<file path="config.mk">
export PLATFORM = sky130hd
export DESIGN_NAME = reg_scoreboard_flat
export DESIGN_NICKNAME = d
export VERILOG_FILES = /design/src/rtl/reg_scoreboard_if.sv /design/src/rtl/reg_scoreboard.sv /design/src/flat_wrapper.sv
export SDC_FILE = /design/constraint.sdc
export NUM_CORES = 1
export LEC_CHECK = 0
export CAP_MARGIN = 20
export CORE_MARGIN = 10
export CORE_UTILIZATION = 30
export DETAILED_ROUTE_END_ITERATION = 8
export PLACE_DENSITY = 0.61
export SYNTH_ARGS = -nofsm -noshare
export SYNTH_HDL_FRONTEND = slang
export SYNTH_SLANG_ARGS = --single-unit
export TNS_END_PERCENT = 1
</file>
<file path="constraint.sdc">
create_clock -name clk -period 3.1 [get_ports clk]
set_input_delay 0.465 -clock clk [delete_from_list [all_inputs] [get_ports clk]]
set_output_delay 0.465 -clock clk [all_outputs]
set_load 0.01 [all_outputs]
</file>
<file path="src/rtl/reg_scoreboard_if.sv">
// Issue/retire/flush bundle between decode, writeback and the register scoreboard.
interface reg_scoreboard_if;
    logic       issue_valid;
    logic       issue_ld_reg;
    logic [2:0] issue_drid;
    logic       issue_ld_cc;
    logic [2:0] sr1;
    logic [2:0] sr2;
    logic       sr1_needed;
    logic       sr2_needed;
    logic       br_cc_needed;
    logic       retire_valid;
    logic       retire_ld_reg;
    logic       retire_ld_cc;
    logic [2:0] retire_drid;
    logic       flush;
    logic       dep_stall;
    logic       issue_fire;
    logic [7:0] reg_busy;
    logic       cc_busy;
    logic       sb_error;

    modport master (
        output issue_valid, issue_ld_reg, issue_drid, issue_ld_cc,
               sr1, sr2, sr1_needed, sr2_needed, br_cc_needed,
               retire_valid, retire_ld_reg, retire_ld_cc, retire_drid, flush,
        input  dep_stall, issue_fire, reg_busy, cc_busy, sb_error
    );

    modport slave (
        input  issue_valid, issue_ld_reg, issue_drid, issue_ld_cc,
               sr1, sr2, sr1_needed, sr2_needed, br_cc_needed,
               retire_valid, retire_ld_reg, retire_ld_cc, retire_drid, flush,
        output dep_stall, issue_fire, reg_busy, cc_busy, sb_error
    );
endinterface

</file>
<file path="src/rtl/reg_scoreboard.sv">
// Pending-write scoreboard for R0..R7 plus CC; counters 0..7 are registers, 8 is CC.
// Optional macro SCOREBOARD_RETIRE_BYPASS_EN: a count-1 entry retiring this cycle does not stall.
module sb_counter #(
    parameter int CNT_W = 2
) (
    input  logic             clk,
    input  logic             rst,
    input  logic             flush,
    input  logic             inc,
    input  logic             dec,
    output logic [CNT_W-1:0] cnt,
    output logic             err
);
    localparam logic [CNT_W-1:0] MAX = '1;

    logic [CNT_W-1:0] cnt_nxt;

    // Coincident inc/dec cancel, so saturation is only an error when unopposed.
    always_comb begin
        cnt_nxt = cnt;
        err     = 1'b0;
        if (inc && !dec) begin
            if (cnt == MAX) err = 1'b1;
            else            cnt_nxt = cnt + CNT_W'(1);
        end else if (dec && !inc) begin
            if (cnt == '0) err = 1'b1;
            else           cnt_nxt = cnt - CNT_W'(1);
        end
    end

    always_ff @(posedge clk) begin
        if (rst)        cnt <= '0;
        else if (flush) cnt <= '0;
        else            cnt <= cnt_nxt;
    end
endmodule

module reg_scoreboard #(
    parameter int CNT_W = 2
) (
    input logic            clk,
    input logic            rst,
    reg_scoreboard_if.slave sb
);
    logic [8:0][CNT_W-1:0] cnt;
    logic [8:0]            inc;
    logic [8:0]            dec;
    logic [8:0]            err;
    logic [8:0]            busy;
    logic [8:0]            hazard;
    logic [7:0]            reg_haz;
    logic                  fire;
    logic                  sb_error_q;

    genvar g;
    for (g = 0; g < 8; g++) begin : g_reg
        assign inc[g] = fire & sb.issue_ld_reg & (sb.issue_drid == 3'(g));
        assign dec[g] = sb.retire_valid & sb.retire_ld_reg & (sb.retire_drid == 3'(g));
    end
    assign inc[8] = fire & sb.issue_ld_cc;
    assign dec[8] = sb.retire_valid & sb.retire_ld_cc;

    for (g = 0; g < 9; g++) begin : g_cnt
        sb_counter #(.CNT_W(CNT_W)) u_cnt (
            .clk   (clk),
            .rst   (rst),
            .flush (sb.flush),
            .inc   (inc[g]),
            .dec   (dec[g]),
            .cnt   (cnt[g]),
            .err   (err[g])
        );
        assign busy[g] = |cnt[g];
`ifdef SCOREBOARD_RETIRE_BYPASS_EN
        // Last outstanding write lands this cycle; writeback forwards it.
        assign hazard[g] = busy[g] & ~(dec[g] & (cnt[g] == CNT_W'(1)));
`else
        assign hazard[g] = busy[g];
`endif
    end

    assign reg_haz      = hazard[7:0];
    assign sb.dep_stall = sb.issue_valid & ((sb.sr1_needed & reg_haz[sb.sr1]) |
                                            (sb.sr2_needed & reg_haz[sb.sr2]) |
                                            (sb.br_cc_needed & hazard[8]));
    assign fire          = sb.issue_valid & ~sb.dep_stall;
    assign sb.issue_fire = fire;
    assign sb.reg_busy   = busy[7:0];
    assign sb.cc_busy    = busy[8];
    assign sb.sb_error   = sb_error_q;

    // Flush discards in-flight updates, so an error on a squashed update is ignored.
    always_ff @(posedge clk) begin
        if (rst)                     sb_error_q <= 1'b0;
        else if (|err && !sb.flush)  sb_error_q <= 1'b1;
    end
endmodule

</file>
<file path="src/flat_wrapper.sv">
// flat-port wrapper written by rule: the top's interface ports become plain ports
module reg_scoreboard_flat 
#(
    parameter int CNT_W = 2
)
  (clk, rst, sb_issue_valid, sb_issue_ld_reg, sb_issue_drid, sb_issue_ld_cc, sb_sr1, sb_sr2, sb_sr1_needed, sb_sr2_needed, sb_br_cc_needed, sb_retire_valid, sb_retire_ld_reg, sb_retire_ld_cc, sb_retire_drid, sb_flush, sb_dep_stall, sb_issue_fire, sb_reg_busy, sb_cc_busy, sb_sb_error);
  reg_scoreboard_if sb_i ();
  input logic clk;
  input logic rst;
  input wire logic [$bits(sb_i.issue_valid)-1:0] sb_issue_valid;
  input wire logic [$bits(sb_i.issue_ld_reg)-1:0] sb_issue_ld_reg;
  input wire logic [$bits(sb_i.issue_drid)-1:0] sb_issue_drid;
  input wire logic [$bits(sb_i.issue_ld_cc)-1:0] sb_issue_ld_cc;
  input wire logic [$bits(sb_i.sr1)-1:0] sb_sr1;
  input wire logic [$bits(sb_i.sr2)-1:0] sb_sr2;
  input wire logic [$bits(sb_i.sr1_needed)-1:0] sb_sr1_needed;
  input wire logic [$bits(sb_i.sr2_needed)-1:0] sb_sr2_needed;
  input wire logic [$bits(sb_i.br_cc_needed)-1:0] sb_br_cc_needed;
  input wire logic [$bits(sb_i.retire_valid)-1:0] sb_retire_valid;
  input wire logic [$bits(sb_i.retire_ld_reg)-1:0] sb_retire_ld_reg;
  input wire logic [$bits(sb_i.retire_ld_cc)-1:0] sb_retire_ld_cc;
  input wire logic [$bits(sb_i.retire_drid)-1:0] sb_retire_drid;
  input wire logic [$bits(sb_i.flush)-1:0] sb_flush;
  output wire logic [$bits(sb_i.dep_stall)-1:0] sb_dep_stall;
  output wire logic [$bits(sb_i.issue_fire)-1:0] sb_issue_fire;
  output wire logic [$bits(sb_i.reg_busy)-1:0] sb_reg_busy;
  output wire logic [$bits(sb_i.cc_busy)-1:0] sb_cc_busy;
  output wire logic [$bits(sb_i.sb_error)-1:0] sb_sb_error;
  assign sb_i.issue_valid = sb_issue_valid;
  assign sb_i.issue_ld_reg = sb_issue_ld_reg;
  assign sb_i.issue_drid = sb_issue_drid;
  assign sb_i.issue_ld_cc = sb_issue_ld_cc;
  assign sb_i.sr1 = sb_sr1;
  assign sb_i.sr2 = sb_sr2;
  assign sb_i.sr1_needed = sb_sr1_needed;
  assign sb_i.sr2_needed = sb_sr2_needed;
  assign sb_i.br_cc_needed = sb_br_cc_needed;
  assign sb_i.retire_valid = sb_retire_valid;
  assign sb_i.retire_ld_reg = sb_retire_ld_reg;
  assign sb_i.retire_ld_cc = sb_retire_ld_cc;
  assign sb_i.retire_drid = sb_retire_drid;
  assign sb_i.flush = sb_flush;
  assign sb_dep_stall = sb_i.dep_stall;
  assign sb_issue_fire = sb_i.issue_fire;
  assign sb_reg_busy = sb_i.reg_busy;
  assign sb_cc_busy = sb_i.cc_busy;
  assign sb_sb_error = sb_i.sb_error;
  reg_scoreboard #(.CNT_W(CNT_W)) u_core (.clk(clk), .rst(rst), .sb(sb_i));
endmodule
</file>
==> out/qor.csv <==
stage,metric,value,unit
sta,min Tclk post-route,3140,ps
worst_setup_path,WS Path Type,in2reg,
cts,Num CTS Buffers,3,
placed_design,post-DP HPWL,4170,µm
cells_and_area,ant diodes,0,
logic_synthesis,"Seq/Total Area, Yosys",21.4,%
sta,Max Fclk,0.318,GHz
logic_synthesis,syn nets,280,
pwr,pwr dens,228,nW/µm²
sta,final period utilization,101,%
cells_and_area,most frequent cells in the layout,"32 x clkdlybuf4s50_1, 30 x buf_4, 24 x nor2_1",
cells_and_area,register area,380,µm²
route,DRT iter0 DRCs,108,
route,WL per Instance,14.1,µm
cells_and_area,area of the multi-input gates,1270,µm²
cells_and_area,"most common cell after layout, fill and taps aside",clkdlybuf4s50_1,
worst_setup_path,Critical Path Start Type,input pin,
route,DRT Pass-1 Iters,4,
floorplan,Rows,27,
sta,RSZ-0062 raised after global routing,true,
logic_synthesis,Mapped Cells,238,
logic_synthesis,"Cell Area, Synth",1780,µm²
sta,Hold WS,528,ps
global_route,antenna violations before repair,0,
logic_synthesis,number of distinct library cells after synthesis,32,
worst_setup_path,Critical Path Sink Type,register,
floorplan,Die Area,9400,µm²
sta,max-slew violation count,0,
global_route,All-Layer GR Usage,10.6,%
cells_and_area,Layout area overhead,36.2,%
worst_setup_path,required time worst endpoint,3250,ps
route,Via Count,1915,
floorplan,Core Area,5610,µm²
route,drt total wl,5160,µm
route,antenna-violating nets left,0,
sta,Worst Slack Setup Final,-43.7,ps
global_route,largest net degree at the start of global routing,19,
route,DRC viols,0,
global_route,first-pass GRT wire length,8570,µm
cts,"CTS clk-pin slew, worst paths",70,ps
logic_synthesis,Mapped Avg Cell Area,7.46,µm²
cts,Root Driver,clkbuf_8,
placed_design,port bufs,35,
pwr,Peak VDD IR,0.186,mV
cts,hold buffer count at cts,0,
cts,Clock Sinks,19,
sta,setup violators final,1,
floorplan,# IOs,36,
logic_synthesis,Seq cells post-synth,19,
placed_design,RePlAce Congestion,0.840,
worst_setup_path,Arrival @ worst endpoint,3290,ps
logic_synthesis,Ys Warns,0,
cts,H-tree depth,1,
cells_and_area,layout cells sized above 1,15.3,%
cts,Worst-Skew Late Latency,260,ps
global_route,GRT overflow,0,
sta,Slew Limit Headroom,69.5,%
floorplan,Die Y,96.9,µm
worst_hold_path,Min-Delay Path Class,reg2reg,
sta,Final Hold Fails,0,
cts,TritonCTS clock tree,done,
worst_setup_path,Worst Path Max Fanout,13,
sta,Post-Route Skew,5.73,ps
sta,Worst-Margin Slew,457,ps
floorplan,Die Wd,96.9,µm
cells_and_area,"Core Util, Final",43.1,%
status,violated checks,negative setup slack,
flow_run,maxcap violations,0,
floorplan,starting density of the core,31.7,%
cells_and_area,Layout Nets,338,
global_route,vias in the first global route,1848,
cells_and_area,# fillers,598,
status,outcome,"finished, violations left",
cts,Longest Clk Path Bufs,2,
route,Vias/cell,5.22,
pwr,LEAKAGE,1.05,nW
[cell usage after synthesis, drive strengths merged]
master,n,area [µm²]
and3b,1,8.76
or2,4,25.0
nor2,24,90.1
buf,10,77.6
nand2,12,45.0
mux4,2,45.0
and4,4,35.0
o2111a,1,11.3
nor3b,2,15.0
nand3b,1,7.51
a31oi,9,56.3
o21ai,21,105
dfxtp,19,380
and2,2,12.5
inv,16,60.1
a221oi,3,26.3
and3,7,43.8
a21o,6,45.0
ha,18,225
o311ai,1,8.76
a2111oi,1,15.0
a21oi,20,100
clkbuf,2,7.51
nor2b,17,106
nor4b,8,70.1
nand4,6,37.5
nor3,13,75.1
nand3,8,40.0
[path summary, 6_finish.rpt]
kind	slack (ps)	to	start	cells past startpoint
worst min register to register	530	u_core.g_cnt[3].u_cnt.cnt[1]	u_core.g_cnt[3].u_cnt.cnt[1]	2
worst max-delay path	-40	u_core.sb.sb_error	sb_sr1[0]	15
worst min-delay path	530	u_core.g_cnt[3].u_cnt.cnt[1]	u_core.g_cnt[3].u_cnt.cnt[1]	2
worst max register to register	0	u_core.sb.sb_error	u_core.g_cnt[1].u_cnt.cnt[0]	14
[critical path: stages]
cell and delay, ps:
dlygate4sd2_1 330, nor3_1 180, a21oi_1 50, mux4_2 470, a2111oi_2 360, buf_4 170, buf_4 160, buf_4 130
and3_1 140, ha_1 170, nor4b_1 60, a31oi_1 200, nand4_1 120, nor3_1 200, nor3_1 70
[final cells by class]
class	count	share of cell area [%]
clock buffers	4	1.86
inverters	16	2.48
multi-input cells	191	52.4
flip-flops and latches	19	15.7
well taps	72	3.73
repair buffers	65	23.8
[where the power goes]
group	internal, mW	switching, mW
Sequential	0.245	0.00125
Clock	0.0915	0.0867
Combinational	0.0679	0.0586
Total	0.405	0.146
[cell families after synthesis]
| logic type | count (synthesis) | share of synthesized area (%) |
|---|---|---|
| flops | 19 | 21.4 |
| fa+ha+maj | 18 | 12.7 |
| simple gates | 109 | 34.5 |
| buf+inv | 28 | 8.17 |
| mux | 2 | 2.54 |
| compound gates | 62 | 20.7 |
[registers in the layout (all words and copies together), names as in the netlist]
register	flops
u_core.g_cnt.u_cnt.cnt	18
u_core.sb.sb_error	1
[repair_timing]
action | 4_1_cts | 5_1_grt
pin swaps | 1 | 0
endpoints found under the setup margin | 8 | 17
endpoints found under the hold margin | 0 | 0
gates resized for setup | 4 | 2
buffers inserted | 1 | 1
[layer usage]
layer	GRT usage (%)	vias up	share of wire (%)
li1	-	978	-
met3	3.05	2	5.2
met4	1.35	0	0.33
met2	18.5	37	47
met5	0	-	0
met1	12.7	898	47
[metrics by stage]
stage	setup TNS (ps)	setup slack, ps	cells	power [mW]	cell area [µm²]
6_report	-43.7	-43.7	367	0.551	2420
2_1_floorplan	0	228	238	0.315	1780
3_3_place_gp	-4450	-437	361	0.374	2340
3_5_place_dp	-5040	-477	361	0.375	2340
4_1_cts	-46.4	-46.4	366	0.556	2400
5_1_grt	-529	-197	367	0.583	2420
No activity file was read; power rests on OpenSTA's default activity.
